### src/rtl/mm_sched_pkg.sv
// Shared definitions for the mm_sched job scheduler: the geometry of the
// matrix-multiply array, the mode encodings and the scheduler state encodings.
package mm_sched_pkg;

  // Matrix and array geometry of the MM controller this scheduler feeds.
  localparam int M  = 16;
  localparam int N  = 32;
  localparam int VL = 8;
  localparam int AD = 8;

  // Command modes, using the same encodings as the MM controller.
  localparam logic [1:0] MODE_INT8     = 2'd0;
  localparam logic [1:0] MODE_INT4     = 2'd1;
  localparam logic [1:0] MODE_INT4_VSQ = 2'd2;

  // tile_done pulses a well-formed job produces, and the post-matrix PPU flush window.
  localparam int EXP_TILES_DEF = (N / AD) * (M / VL);
  localparam int DRAIN_CYC_DEF = VL;

  // Scheduler states. The encoding is kept as plain constants so that older
  // tools and debug scripts keyed on the raw values keep working.
  localparam logic [2:0] S_IDLE   = 3'd0;
  localparam logic [2:0] S_ISSUE  = 3'd1;
  localparam logic [2:0] S_RUN    = 3'd2;
  localparam logic [2:0] S_DRAIN  = 3'd3;
  localparam logic [2:0] S_REPORT = 3'd4;

endpackage

### src/rtl/mm_sched_sync_fifo.sv
// Synchronous command FIFO for mm_sched. The head entry is visible on rdata
// without a read request. flush empties the FIFO in one cycle and takes
// priority over a push or pop in the same cycle. DEPTH must be a power of 2.
module mm_sched_sync_fifo #(
  parameter int WIDTH = 6,
  parameter int DEPTH = 4
) (
  input  logic                   clk,
  input  logic                   rst_n,
  input  logic                   push,
  input  logic                   pop,
  input  logic                   flush,
  input  logic [WIDTH-1:0]       wdata,
  output logic [WIDTH-1:0]       rdata,
  output logic                   full,
  output logic                   empty,
  output logic [$clog2(DEPTH):0] count
);

  localparam int AW = (DEPTH > 1) ? $clog2(DEPTH) : 1;
  localparam int CW = $clog2(DEPTH) + 1;

  logic [WIDTH-1:0] mem [DEPTH];
  logic [AW-1:0]    wr_ptr;
  logic [AW-1:0]    rd_ptr;
  logic             wr_en;
  logic             rd_en;

  assign full  = (count == CW'(DEPTH));
  assign empty = (count == '0);
  assign rd_en = pop && !empty && !flush;
  // A full FIFO still accepts a write when the head leaves in the same cycle.
  assign wr_en = push && !flush && (!full || rd_en);
  assign rdata = mem[rd_ptr];

  // Storage array write port.
  // NOTE: the payload array has no reset; only pointers and count decide validity,
  // so clearing the data would cost a reset net per bit for no functional gain.
  always_ff @(posedge clk) begin
    if (wr_en) mem[wr_ptr] <= wdata;
  end

  // Pointers and occupancy; pointers wrap naturally because DEPTH is a power of 2.
  // NOTE: sequential state uses non-blocking assignments so every register samples
  // pre-edge values regardless of statement order.
  always_ff @(posedge clk or negedge rst_n) begin
    if (!rst_n) begin
      wr_ptr <= '0;
      rd_ptr <= '0;
      count  <= '0;
    end else if (flush) begin
      wr_ptr <= '0;
      rd_ptr <= '0;
      count  <= '0;
    end else begin
      if (wr_en) wr_ptr <= wr_ptr + AW'(1);
      if (rd_en) rd_ptr <= rd_ptr + AW'(1);
      case ({wr_en, rd_en})
        2'b10:   count <= count + CW'(1);
        2'b01:   count <= count - CW'(1);
        default: count <= count;
      endcase
    end
  end

endmodule

### src/rtl/mm_sched.sv
// mm_sched: job scheduler in front of the matrix-multiply controller.
// Queues (mode, id) commands, issues one start pulse per job, counts tiles,
// waits out the post-matrix drain window and returns a completion record.
// Optional build macro MM_SCHED_PERF_EN adds o_perf_cycles / o_perf_stall.
module mm_sched
  import mm_sched_pkg::*;
#(
  parameter int FIFO_DEPTH = 4,
  parameter int ID_W       = 4,
  parameter int TILE_W     = 16,
  parameter int DRAIN_CYC  = DRAIN_CYC_DEF,
  parameter int EXP_TILES  = EXP_TILES_DEF
) (
  input  logic              i_clk,
  input  logic              i_rst_n,
  input  logic              i_cmd_valid,
  output logic              o_cmd_ready,
  input  logic [1:0]        i_cmd_mode,
  input  logic [ID_W-1:0]   i_cmd_id,
  input  logic              i_flush,
  output logic              o_mm_start,
  output logic [1:0]        o_mm_mode,
  input  logic              i_mm_tile_done,
  input  logic              i_mm_mtrx_done,
  output logic              o_done_valid,
  input  logic              i_done_ready,
  output logic [ID_W-1:0]   o_done_id,
  output logic [TILE_W-1:0] o_done_tiles,
  output logic              o_done_err,
  output logic              o_busy
`ifdef MM_SCHED_PERF_EN
  ,
  output logic [31:0]       o_perf_cycles,
  output logic [31:0]       o_perf_stall
`endif
);

  localparam int FW = 2 + ID_W;
  localparam int CW = $clog2(FIFO_DEPTH) + 1;
  localparam int DW = (DRAIN_CYC > 1) ? $clog2(DRAIN_CYC) : 1;

  logic [2:0]        state;
  logic              ready_en;
  logic              fifo_push;
  logic              fifo_pop;
  logic              fifo_full;
  logic              fifo_empty;
  logic [CW-1:0]     fifo_count;
  logic [FW-1:0]     fifo_rdata;
  logic [1:0]        job_mode;
  logic [ID_W-1:0]   job_id;
  logic [TILE_W-1:0] tile_cnt;
  logic [DW-1:0]     drain_cnt;
  logic              stray;

  // Commands are accepted only once reset has been released for a cycle.
  assign o_cmd_ready = ready_en && !fifo_full;
  assign fifo_push   = i_cmd_valid && o_cmd_ready;
  assign fifo_pop    = (state == S_IDLE) && !fifo_empty && !i_flush;

  mm_sched_sync_fifo #(
    .WIDTH (FW),
    .DEPTH (FIFO_DEPTH)
  ) u_fifo (
    .clk   (i_clk),
    .rst_n (i_rst_n),
    .push  (fifo_push),
    .pop   (fifo_pop),
    .flush (i_flush),
    .wdata ({i_cmd_mode, i_cmd_id}),
    .rdata (fifo_rdata),
    .full  (fifo_full),
    .empty (fifo_empty),
    .count (fifo_count)
  );

  // Hold o_cmd_ready low through reset and raise it on the first clock after release.
  always_ff @(posedge i_clk or negedge i_rst_n) begin
    if (!i_rst_n) ready_en <= 1'b0;
    else          ready_en <= 1'b1;
  end

  // Job sequencing: pop, issue, count tiles, drain, report.
  always_ff @(posedge i_clk or negedge i_rst_n) begin
    if (!i_rst_n) begin
      state     <= S_IDLE;
      job_mode  <= '0;
      job_id    <= '0;
      tile_cnt  <= '0;
      drain_cnt <= '0;
      stray     <= 1'b0;
    end else begin
      case (state)
        S_IDLE: begin
          if (fifo_pop) begin
            job_mode <= fifo_rdata[FW-1 -: 2];
            job_id   <= fifo_rdata[ID_W-1:0];
            tile_cnt <= '0;
            stray    <= 1'b0;
            state    <= S_ISSUE;
          end
        end
        S_ISSUE: state <= S_RUN;
        S_RUN: begin
          // A tile finishing alongside the matrix still belongs to this job.
          if (i_mm_tile_done && (tile_cnt != '1)) tile_cnt <= tile_cnt + TILE_W'(1);
          if (i_mm_mtrx_done) begin
            drain_cnt <= DW'(DRAIN_CYC - 1);
            state     <= S_DRAIN;
          end
        end
        S_DRAIN: begin
          // Any completion pulse here means the controller and scheduler disagree.
          if (i_mm_tile_done || i_mm_mtrx_done) stray <= 1'b1;
          if (drain_cnt == '0) state <= S_REPORT;
          else                 drain_cnt <= drain_cnt - DW'(1);
        end
        S_REPORT: begin
          if (i_done_ready) state <= S_IDLE;
        end
        default: state <= S_IDLE;
      endcase
    end
  end

  assign o_mm_start   = (state == S_ISSUE);
  assign o_mm_mode    = job_mode;
  assign o_done_valid = (state == S_REPORT);
  assign o_done_id    = job_id;
  assign o_done_tiles = tile_cnt;
  assign o_done_err   = o_done_valid && ((tile_cnt != TILE_W'(EXP_TILES)) || stray);
  assign o_busy       = (state != S_IDLE) || (fifo_count != '0);

`ifdef MM_SCHED_PERF_EN
  logic [31:0] run_cyc;

  // Job latency (ISSUE through the REPORT handshake, inclusive) and
  // cumulative completion back-pressure.
  always_ff @(posedge i_clk or negedge i_rst_n) begin
    if (!i_rst_n) begin
      run_cyc       <= '0;
      o_perf_cycles <= '0;
      o_perf_stall  <= '0;
    end else begin
      if (state == S_ISSUE)     run_cyc <= 32'd1;
      else if (run_cyc != '1)   run_cyc <= run_cyc + 32'd1;
      if (o_done_valid && i_done_ready) o_perf_cycles <= run_cyc + 32'd1;
      if (o_done_valid && !i_done_ready && (o_perf_stall != '1))
        o_perf_stall <= o_perf_stall + 32'd1;
    end
  end
`endif

endmodule

### config.mk
export PLATFORM = sky130hd
export DESIGN_NAME = mm_sched
export DESIGN_NICKNAME = d
export VERILOG_FILES = /design/src/rtl/mm_sched_pkg.sv /design/src/rtl/mm_sched_sync_fifo.sv /design/src/rtl/mm_sched.sv
export SDC_FILE = /design/constraint.sdc
export NUM_CORES = 1
export LEC_CHECK = 0
export CAP_MARGIN = 20
export CORE_ASPECT_RATIO = 0.8
export CORE_MARGIN = 8
export CORE_UTILIZATION = 50
export DETAILED_ROUTE_END_ITERATION = 6
export GPL_TIMING_DRIVEN = 0
export PLACE_DENSITY = 0.71
export SYNTH_ARGS = -nofsm -noshare
export SYNTH_HDL_FRONTEND = slang
export SYNTH_SLANG_ARGS = --single-unit
### constraint.sdc
create_clock -name i_clk -period 3.1 [get_ports i_clk]
set_input_delay 0.62 -clock i_clk [delete_from_list [all_inputs] [get_ports i_clk]]
set_output_delay 0.62 -clock i_clk [all_outputs]
set_load 0.02 [all_outputs]
* Yosys cells after proc, flatten, opt, wreduce, memory -nomap -nowiden *
Memory sizes are Yosys's and may differ from the RTL's. A register that Yosys moved wholly into a read port is not among the register bits.
Cells that the tools add are included.

cells by class
  $add $sub $neg = 6
  multiply operators = 0
  divide/modulo/power cells = 0
  $lt $le $gt $ge = 0
  eq/ne operators = 16
  shifts and indexed selects = 0
  muxes and demuxes = 22
  bitwise logic cells = 0
  reduce and logical (&&, ||, !) cells = 34

operators with widths
  operator                 count
  $mux W16                 2
  $pmux W16 S2             1
  $mux W3                  7
  $add A16 B1 Y16 const B  1
  $ne A16 B16 Y1 const B   1
  $ne A16 B4 Y1 const B    1
  $pmux W3 S5              1
  $pmux W3 S2              2
  $logic_and A1 B1 Y1      10
  $ne A2 B2 Y1 const B     5
  $reduce_bool A2 Y1       5
  $logic_not A3 Y1         3
  $reduce_and A3 Y1        3
  $reduce_bool A3 Y1       3
  $mux W2                  4
  $eq A3 B2 Y1 const B     2
  $eq A3 B3 Y1 const B     2
  $sub A3 B1 Y3 const B    2
  $add A2 B1 Y2 const B    2
  $logic_not A1 Y1         4
  $logic_or A1 B1 Y1       4
  $mux W1                  4
  $ne A2 B1 Y1 const B     2
  $reduce_and A4 Y1        1
  other kinds (6)          6

word-level totals
  bits in registers = 31
  latch bits = 0
  bits in writable memories = 24
  bits in read-only memories = 0
  input port bits = 13
  output and inout port bits = 27
  memories = 1

memory list
  memory      words  bits a word  read ports  clocked after Yosys merged registers in  write ports  RTL line                  source
  u_fifo.mem  4      6            1           1                                        1            mm_sched_sync_fifo.sv:23  logic [WIDTH-1:0] mem [DEPTH];

* Longest topological paths before layout *
  depth after elaboration = 11
  mapped depth = 9
  mapped depth without buffers = 7

* Cells and area by module *
Synthesis repeated with hierarchy kept, for this count alone.

unflattened totals
  cell total of the unflattened synthesis = 283
  area, all modules = 3133.0 um^2

modules (own cells, without submodules)
  module              times used  cells each  area each (um^2)  sequential area each (um^2)
  mm_sched            1           186         1699.1            750.7
  mm_sched_sync_fifo  1           97          1433.9            895.9

* Worst setup path after synthesis *
No wires, ideal clock.

  path type = input to register
  start = input port i_flush
  end = register u_fifo.count[2]
  library setup time = 0.137 ns
  data arrival time = 2.137 ns
  data required time = 2.963 ns
  path slack = 0.826 ns
  stages on the path = 7
  cell sequence = buf_6 and3b_1 a21boi_4 nor2_1 fa_1 o311ai_0 a31oi_1

on the way
  word-level cells in the longest chain between the ends = 9
  elaborated cells between the ends (all ways) = 12

ends and longest elaborated chain
  what                                                 RTL line                                                            source
  start, declared                                      mm_sched.sv:20                                                      input logic i_flush,
  $logic_not A1 Y1                                     mm_sched_sync_fifo.sv:31, mm_sched_sync_fifo.sv:33, mm_sched.sv:59
  $logic_and A1 B1 Y1                                  mm_sched.sv:59                                                      assign fifo_pop = (state == S_IDLE) && !fifo_empty && !i_flush;
  $logic_and A1 B1 Y1 (2 in series)                    mm_sched_sync_fifo.sv:31                                            assign rd_en = pop && !empty && !flush;
  $logic_or A1 B1 Y1                                   mm_sched_sync_fifo.sv:33                                            assign wr_en = push && !flush && (!full || rd_en);
  $logic_and A1 B1 Y1                                  mm_sched_sync_fifo.sv:33
  $eq A2 B1 Y1 / $eq A2 B2 Y1 (equally long branches)  mm_sched_sync_fifo.sv:58                                            case ({wr_en, rd_en})
  $pmux W3 S2                                          mm_sched_sync_fifo.sv:58
  $mux W3                                              mm_sched_sync_fifo.sv:51                                            end else if (flush) begin
  end signal, assigned                                 mm_sched_sync_fifo.sv:59                                            2'b10: count <= count + CW'(1);
  end signal, assigned                                 mm_sched_sync_fifo.sv:60                                            2'b01: count <= count - CW'(1);
  end signal, assigned                                 mm_sched_sync_fifo.sv:61                                            default: count <= count;
  end, declared                                        mm_sched_sync_fifo.sv:17                                            output logic [$clog2(DEPTH):0] count

Several ways; a longest one is shown, not always the timed one.
A chain may end at the register's enable or synchronous reset.

* Worst setup path after layout *
  start = register tile_cnt[6] (netlist: o_done_tiles[6])
  end = output port o_done_err

on the way
  word-level cells in the longest chain between the ends = 3

ends and longest elaborated chain
  what                    RTL line         source
  start, declared         mm_sched.sv:52   logic [TILE_W-1:0] tile_cnt;
  start signal, assigned  mm_sched.sv:106  if (i_mm_tile_done && (tile_cnt != '1)) tile_cnt <= tile_cnt + TILE_W'(1);
  $ne A16 B4 Y1           mm_sched.sv:131  assign o_done_err = o_done_valid && ((tile_cnt != TILE_W'(EXP_TILES)) || stray);
  $logic_or A1 B1 Y1      mm_sched.sv:131
  $logic_and A1 B1 Y1     mm_sched.sv:131
  end, declared           mm_sched.sv:29   output logic o_done_err,

Every way passes these cells.

==> metrics.md <==
| Metric | Value |
|---|---|
| Status | `completed` |
| Dpl hpwl | `4.61 mm` |
| Worst Skew | `0.00863 ns` |
| Initial DRC count | `69` |
| Worst Hold Class | `in2async` |
| Routed Antenna Nets | `0` |
| VDD IR max | `0.000317 V` |
| FF-to-FF Start | `u_fifo.count[2]` |
| Area growth syn-to-layout | `22.4%` |
| Largest net degree at the start of global routing | `38` |
| Clock Path Buffers | `2` |
| First-pass GRT wire length | `10.8 mm` |
| Num Clock Sinks | `61` |
| Post-cts gate resize count | `0` |
| Detailed-route DRC error count | `0` |
| R2R setup slack | `0.57 ns` |
| Worst path arrival time | `2.35 ns` |
| Total Routing Usage GR | `around 16%` |
| Core Util, Final | `a little over three fifths` |
| Die width | `103 µm` |
| P_sw | `0.769 mW` |
| Slew of the pin with the lowest slew margin | `about 0.87 ns` |
| Warnings, synthesis | `0` |
| Register area | `around 0.0016 mm²` |
| Total setup buffers inserted after CTS | `0` |
| Cells after Synth | `about 270` |
| # fillers | `501` |
| Multi-input logic area | `0.00128 mm²` |
| Hold-fix buffers, CTS | `0` |
| Vias in the first global route | `2117` |
| Comb pwr share | `roughly 28%` |
| Switching part of the total power | `31.3%` |
| WL met1 | `3.03 mm` |
| Syn nets | `291` |
| I/O pin count | `40` |
| Layout cells sized above 1 | `10.8%` |
| Total clock buffers created by CTS | `9` |
| Seq pwr share | `42.3%` |
| Pwr Density | `approximately 660 mW/mm²` |
| Sequential area share after synthesis | `54.1%` |
| Cell row count | `25` |
| RD Place Congestion | `around 0.79` |
| Tmin final | `2.97 ns` |
| FF+latch count, synth | `61` |
| Final Setup Violations | `0` |
| Fin nets | `340` |
| Worst r2r path cells | `9` |
| Top Metal Used | `met4` |
| H-tree depth | `3` |
| Crit path from | `o_done_tiles[6]` |
| WL met2 | `just under 3 mm` |
| Cell Area, Synth | `~0.0030 mm²` |
| Critical path class | `reg2out` |
| Inserted Diodes | `0` |
| Clock power frac | `30.2%` |
| Avg Inst Size Synth | `11.3 µm²` |
| WL final | `about 6.4 mm` |
| CORE AREA | `~0.006 mm²` |
| DR WL/cell | `15.9 µm` |
| IO buf count | `38` |
| Max_slew headroom | `42.2%` |
| P_int | `1.69 mW` |
| Startpoint types | `register` |
| Number of synthesized flops with an enable pin | `24` |
| Starting Density | `51.7%` |
| Initial antenna violation count | `0` |
| Fin. max-slew vios | `0` |
| Required @ worst endpoint | `2.48 ns` |
| RSZ-0062 raised after global routing | `false` |
| Ys flop type | `dfrtp_1` |
| Die area | `0.00885 mm²` |
| Vias | `2179` |
| Post-route clock period utilization | `approximately 96%` |
| Distinct cells, synth | `53` |
| Met3 Routed Length | `between 300 and 400 µm` |
| Peak Freq | `337 MHz` |
| FF-to-FF End | `u_fifo.count[2]` |
| Pleak | `1.54 nW` |
| CTS root buffer | `clkbuf_8` |
| Final hold violation count | `0` |
| Ys async rst share | `60.7%` |
| Worst setup EP type | `primary output` |
| Vias per inst | `between 5 and 6` |
| CTS tree | `built` |
| Skew-Pair Late Insertion Delay | `0.34 ns` |
| Clock slew at reported path FFs | `0.06 ns` |
| Initial DRT Pass Iterations | `4` |
| CP max FO | `8` |
| Die height | `about 86 µm` |
| Setup_tns | `0 ns` |
| Worst hold slack | `slightly below 0.4 ns` |
| Max Cap Viol | `0` |
| Overflow after GRT | `0` |
-- sequential cells by signal, indices dropped and copies added, names as in the netlist --
name	flops
u_fifo.wr_ptr	2
ready_en	1
state	3
drain_cnt	3
u_fifo.count	3
u_fifo.mem	24
o_mm_mode	2
u_fifo.rd_ptr	2
o_done_id	4
o_done_tiles	16
stray	1
-- cells in the mapped netlist (5+ instances only) --
master / number / share of area (%)
nand4_1: 5 / 1.0
o31ai_1: 5 / 1.2
inv_1: 14 / 1.7
dfrtp_1: 37 / 30
a21oi_1: 16 / 2.6
o21ai_0: 9 / 1.5
or3_1: 9 / 1.9
mux4_2: 6 / 4.4
nor4_1: 5 / 1.0
nand2_1: 34 / 4.2
or4_1: 5 / 1.2
nor2_1: 17 / 2.1
nand3_1: 7 / 1.2
nor3_1: 5 / 0.82
edfxtp_1: 24 / 24
and2_1: 6 / 1.2
ha_1: 8 / 3.3
-- worst max-delay path, stage by stage, from the launching register on --
cell and delay [ns]:
dfrtp_1 0.46, or4_1 0.53, nor4_1 0.33, a31oi_1 0.14
clkdlybuf4s50_1 0.56
-- placed cells by master (no fill, tap or decap), types with 2 or more instances in the layout --
| cell type | synthesis | layout |
|---|---|---|
| or4_1 | 5 | 5 |
| inv_1 | 14 | 14 |
| buf_6 | 2 | 2 |
| a21oi_1 | 16 | 16 |
| buf_2 | 4 | 5 |
| nor2b_1 | 3 | 3 |
| xor2_1 | 3 | 3 |
| mux4_2 | 6 | 6 |
| clkbuf_8 | 0 | 9 |
| nor2_1 | 17 | 17 |
| mux2i_1 | 3 | 3 |
| nor3_1 | 5 | 5 |
| clkbuf_1 | 4 | 4 |
| nand3_1 | 7 | 7 |
| and2_1 | 6 | 6 |
| o311ai_0 | 2 | 2 |
| mux2_2 | 2 | 2 |
| clkdlybuf4s50_1 | 0 | 37 |
| or2b_1 | 2 | 2 |
| o21ai_0 | 9 | 9 |
| ha_1 | 8 | 8 |
| a31oi_1 | 3 | 3 |
| dfrtp_1 | 37 | 37 |
| nand4_1 | 5 | 5 |
| nand2_1 | 34 | 34 |
| or3_1 | 9 | 9 |
| edfxtp_1 | 24 | 24 |
| nor4_1 | 5 | 5 |
| bufinv_16 | 0 | 2 |
| and3_1 | 4 | 4 |
| o31ai_1 | 5 | 5 |
| clkinv_1 | 0 | 4 |
-- layer usage --
metal | vias up | GRT usage, %
met4 | 0 | 5.50
li1 | 1085 | -
met1 | 1043 | 21.1
met5 | - | 0
met3 | 8 | 5.58
met2 | 43 | 23.3
-- per-stage QoR --
stage	total power, mW	area, µm²	cells	setup WS (ns)
4_1_cts	2.48	3720	404	0.152
3_5_place_dp	1.74	3520	388	0.286
2_1_floorplan	1.46	3040	269	0.826
3_3_place_gp	1.71	3520	388	0.362
6_report	2.46	3720	404	0.128
5_1_grt	2.60	3720	404	0.0180
-- layout make-up --
| class | count | share of cell area (%) |
|---|---|---|
| Sequential cell | 61 | 44.2 |
| Multi-Input combinational cell | 183 | 34.3 |
| Timing Repair Buffer | 38 | 10.1 |
| Clock buffer | 9 | 3.33 |
| Tap cell | 81 | 2.72 |
| Clock inverter | 7 | 2.15 |
| Buffer | 11 | 1.75 |
| Inverter | 14 | 1.41 |
-- power by group through the flow --
stage	Clock (mW)	Combinational (mW)	Sequential (mW)
after global placement	0	0.657	1.05
after detailed placement	0	0.683	1.06
after floorplan	0	0.357	1.11
after global routing	0.787	0.753	1.06
after CTS	0.750	0.686	1.04
final	0.743	0.675	1.04
-- worst max path at each step --
| stage | to | slack, ns | cells past startpoint |
|---|---|---|---|
| finish | o_done_err | 0.13 | 4 |
| global route | o_done_err | 0.02 | 4 |
| CTS | o_done_err | 0.15 | 4 |
| detailed placement | u_fifo.count[2] | 0.29 | 8 |
| global placement | u_fifo.count[2] | 0.36 | 8 |
| floorplan | u_fifo.count[2] | 0.83 | 7 |
-- cells by family after synthesis --
kind of cell    share of synthesized area [%]
other cells                             0.123
fa+ha+maj                                3.95
xor+xnor                                 1.15
buf+inv                                  3.87
compound gates                           9.54
mux                                      6.17
simple gates                             21.1
flops                                    54.1
(Power assumes the default switching activity.)
==> edit 1, RTL diff (same settings) <==
Add a define of `MM_SCHED_PERF_EN`.
--- a/src/rtl/mm_sched.sv
+++ b/src/rtl/mm_sched.sv
@@ -3,4 +3,6 @@
 // waits out the post-matrix drain window and returns a completion record.
 // Optional build macro MM_SCHED_PERF_EN adds o_perf_cycles / o_perf_stall.
+`define MM_SCHED_PERF_EN
+
 module mm_sched
   import mm_sched_pkg::*;
Function (old outputs only; new: o_perf_cycles and o_perf_stall): kept (Yosys induction, for registers that start in step).
==> edit 1 against the unedited design <==
Final cell count up 150%. Sequential cell count up 96. Cell area up 150%. Area after synthesis up 140%. Clock skew down 2.6 ps. Die area up 110%. Register-to-register slack worse by 250 ps. Largest cell class unchanged. First-iteration DRC count rose to 5.0 times the old value. Maximum frequency up 2.0%. Count of clock-buffer cells in the layout up 8. Worst setup slack better by 59 ps. Routed wire length rose to 2.6 times the old value. Power up 150%.
==> edit 1: results (changes against the unedited design) <==
dpl.cell_count: 972  # +150%
ys_top_cells_by_area: "dfrtp_1, edfxtp_1, xnor2_1"
p_leak_nw: 3.84  # +150%
postCtsSetupBuffers: 0  # unchanged
switching_power_mw: 1.86  # +140%
routedWlPerCell_um: 16.7  # +5.3%
hpwl_mm: 12.2  # +160%
synthTopCellsByCount: "dfrtp_1, nand2_1, nor2_1"
grt_pass1_wl_mm: 28.1  # +160%
tightest_slew_ps: 909  # +41.6 ps
grt_usage_pct: 19.1  # +3.2 points
routed_wirelength_mm: 16.8  # +160%
hold_class: "in -> async"
powerDensity_mw_per_mm2: 656  # -0.66%
vias: 5592  # +160%
cp.arrival_ps: 2290  # -60 ps
clkPwrFrac_pct: 36.3  # +6.1 points
synthArstFlopShare_pct: 84.7  # +24 points
synth.distinct_cells: 50  # -5.7%
grt_use_met1_pct: 24.5  # +3.3 points
synth_xor_area_share_pct: 9.03  # +7.9 points
peakVddDrop_mv: 0.412  # +30%
clock_skew_ps: 6.02  # -2.61 ps
nets: 833  # +150%
syn_avg_cell_area_um2: 10.6  # -6.1%
place.gp.congestion: 0.884  # +12%
drtIter0Drc: 342  # +400%
p_seq_mw: 2.55  # +150%
yosys-mux-area-fraction_pct: 2.70  # -3.5 points
crit_fanout: 10  # +2
n_fill_cell: 1144  # +130%
grt_start_max_net_pins: 70  # +84%
post_synth_fa_ha_maj_area_fraction_pct: 2.00  # -2.0 points
cts_buffers: 17  # +8
synth_compound_area_share_pct: 7.02  # -2.5 points
place_area_mm2: 0.00855  # +140%
cts_resized: 2  # +2
syn_nets: 709  # +140%
grt_pass1_vias: 5752  # +170%
outcome: "completed"
cts_root_buf: "clkbuf_16"
h-tree-depth: 4  # +1
port_buffers: 102  # +170%
yosysWarningCount: 0  # unchanged
seq_area_frac_synth_pct: 55.7  # +1.5 points
gr-usage-met2_pct: 30.6  # +7.3 points
met3_usage_pct: 4.94  # -0.64 points
worstSkewPairLatency_ps: 430  # +90 ps
drive_gt1_share_pct: 6.69  # -4.1 points
## edit 1: cell count changes after synthesis, moves of 13 or more
cell,delta
nand4_1,+29
xnor2_1,+42
nand3_1,+26
o21ai_0,+36
nor2_1,+32
nand2_1,+42
xor2_1,+29
and3_1,+14
clkbuf_1,+20
nor3_1,+13
dfrtp_1,+96
## edit 1: metrics by stage
stage | util (%) | hold slack, ps | setup WS [ps]
after detailed placement | 60.0 | 470 | 2.66
after floorplan | - | 324 | 538
after CTS | 64.5 | 198 | -3.30
after global placement | 59.8 | 453 | -3690
final | 64.6 | 185 | 187
after global routing | 64.6 | 216 | 34.4
## edit 1: cell type report
cell class | count | area, um2 | area share, %
flip-flops and latches | 157 | 4050 | 44.0
clock buffers | 17 | 425 | 4.62
repair buffers | 105 | 1060 | 11.5
clock inverters | 15 | 199 | 2.16
inverters | 21 | 78.8 | 0.857
plain buffers | 31 | 133 | 1.44
multi-input cells | 476 | 3030 | 32.9
well taps | 184 | 230 | 2.50
## edit 1: metal layers
layer | up-vias | routed length, um
met4 | 0 | 278
met5 | - | 0
met3 | 29 | 855
met2 | 110 | 7940
li1 | 2697 | -
met1 | 2756 | 7750
## edit 1: final timing paths
path                                   startpoint           endpoint  slack [ps]  cells past startpoint
worst max-delay path                     state[1]         o_mm_start         190                      4
min in group i_clk              o_perf_cycles[24]  o_perf_cycles[24]         480                      2
worst max register to register    u_fifo.count[0]    u_fifo.count[2]         320                     10
worst min register to register  o_perf_cycles[24]  o_perf_cycles[24]         480                      2
worst min-delay path                      i_rst_n   o_done_tiles[14]         180                      1
max in group asynchronous                 i_rst_n  o_perf_cycles[28]        2180                      2
## edit 1: critical path, stage by stage (launching register included)
cell	delay (ps)
dfrtp_1	370
buf_2	170
nor3b_4	370
clkbuf_2	310
clkdlybuf4s50_1	650
==> edit 2, RTL diff (same flow settings) <==
Made on the original files. Put a register stage on the output `o_done_err`. The value now appears one clock later. The other outputs are not delayed to match.
--- a/src/rtl/mm_sched.sv
+++ b/src/rtl/mm_sched.sv
@@ -129,5 +129,7 @@
   assign o_done_id    = job_id;
   assign o_done_tiles = tile_cnt;
-  assign o_done_err   = o_done_valid && ((tile_cnt != TILE_W'(EXP_TILES)) || stray);
+  always_ff @(posedge i_clk) begin
+    o_done_err <= o_done_valid && ((tile_cnt != TILE_W'(EXP_TILES)) || stray);
+  end
   assign o_busy       = (state != S_IDLE) || (fifo_count != '0);
 
Function: same outputs for any inputs over 10 cycles, from zero or initial values and one cycle with i_rst_n low; that may be too few to reach the edited logic, so the function may still have changed.
==> edit 2 against the unedited design <==
Power down 2.2%. Clock power down 9.0%. Largest cell class unchanged. Routed wire length up 1.5%. Worst hold slack worse by 3.2 ps. Sequential cell count up 1. Cell area up 0.17%. Die area up 0.55%. Area after synthesis up 0.66%. First-iteration DRC count up 35%. Maximum frequency up 13%. Worst setup slack better by 350 ps. Largest power group unchanged.
==> edit 2: results (changes against the unedited design) <==
nets: 341  # +0.29%
syn_nets: 292  # +0.34%
critical-path-slowest-cell: "clkdlybuf4s50_1"
grt_use_met1_pct: 19.9  # -1.3 points
vias: 2211  # +1.5%
synthTopCellsByCount: "dfrtp_1, nand2_1, edfxtp_1"
grt_usage_pct: 15.7  # -0.13 points
wl_met3_um: 430  # +26%
place.gp.congestion: 0.793  # +0.67%
wl_met1_mm: 2.91  # -3.9%
inv_count: 14  # unchanged
drive_gt1_share_pct: 11.4  # +0.58 points
cts_buffer_depth: 2  # unchanged
yosys-mux-area-fraction_pct: 6.13  # -0.040 points
crit_path_max_incr_delay_ps: 650  # +90 ps
routed_wirelength_mm: 6.51  # +1.5%
synth_compound_area_share_pct: 9.48  # -0.062 points
clock_skew_ps: 9.09  # +0.456 ps
buf_share_pct: 11.8  # -0.020 points
n_fill_cell: 474  # -5.4%
synth_edf_count: 24  # unchanged
via_per_inst: 5.46  # +1.2%
synth_xor_area_share_pct: 1.14  # -0.0075 points
seq_area_frac_synth_pct: 54.4  # +0.30 points
gr-usage-met2_pct: 24.5  # +1.2 points
place_ws_ps: 300  # +13.4 ps
h-tree-depth: 3  # unchanged
outcome: "completed"
place_area_mm2: 0.00354  # +0.57%
largest_register_ffs: 24  # unchanged
ys_ff_latch: 62  # +1.6%
regArea_mm2: 0.00167  # +1.2%
hpwl_mm: 4.65  # +0.91%
syn_avg_cell_area_um2: 11.3  # +0.29%
peakVddDrop_mv: 0.307  # -3.1%
post_synth_fa_ha_maj_area_fraction_pct: 3.92  # -0.026 points
tightest_slew_ps: 865  # -2.44 ps
crit_fanout: 10  # +2
areaGrowthSynthToFinish_pct: 21.8
grt_antenna_before_repair: 0  # unchanged
tap-cell-count: 81  # unchanged
worstSkewPairLatency_ps: 340  # about the same
p_leak_nw: 1.54  # -0.34%
cts_resized: 0  # unchanged
n_antenna_cell: 0  # unchanged
dpl.cell_count: 389  # +0.26%
top_layer_used: "met4"
synth.distinct_cells: 54  # +1.9%
met2_length_mm: 3.09  # +4.2%
met3_usage_pct: 5.02  # -0.57 points
regMostFlops: "u_fifo.mem"
synthArstFlopShare_pct: 59.7  # -0.98 points
ys_top_cells_by_area: "dfrtp_1, edfxtp_1, mux4_2"
clock_buffers: 10  # +1
clkCellAreaFrac_pct: 5.10  # -0.38 points
drtIter0Drc: 93  # +35%
grt_pass1_wl_mm: 10.6  # -1.3%
multi_input_area_share_pct: 34.3  # -0.058 points
-- edit 2: cell types whose count changed after synthesis, sizes merged --
cell / delta
dfxtp: +1
-- edit 2: worst max-delay path: cells and delay by family (launching register included) --
kind                   cells  cell delay, ps
and+or+nand+nor            1             280
buffers and inverters      2             990
DFF                        1             400
-- edit 2: path summary, 6_finish.rpt --
| check | start | to | slack (ps) | depth (start not counted) |
|---|---|---|---|---|
| setup / recovery | state[0] | o_mm_start | 480 | 3 |
| hold / removal | i_rst_n | o_done_tiles[5] | 390 | 1 |
| setup reg to reg | u_fifo.count[2] | u_fifo.count[2] | 570 | 9 |
| hold reg to reg | o_mm_mode[0] | o_mm_mode[0] | 470 | 2 |
| max in group asynchronous | i_rst_n | drain_cnt[2] | 2160 | 1 |
| min in group i_clk | o_mm_mode[0] | o_mm_mode[0] | 470 | 2 |
-- edit 2: report_power, final --
part	leakage, nW	switching [mW]	internal [mW]
logic	0.746	0.369	0.304
clock network	0.0899	0.308	0.368
registers	0.702	0.0956	0.956
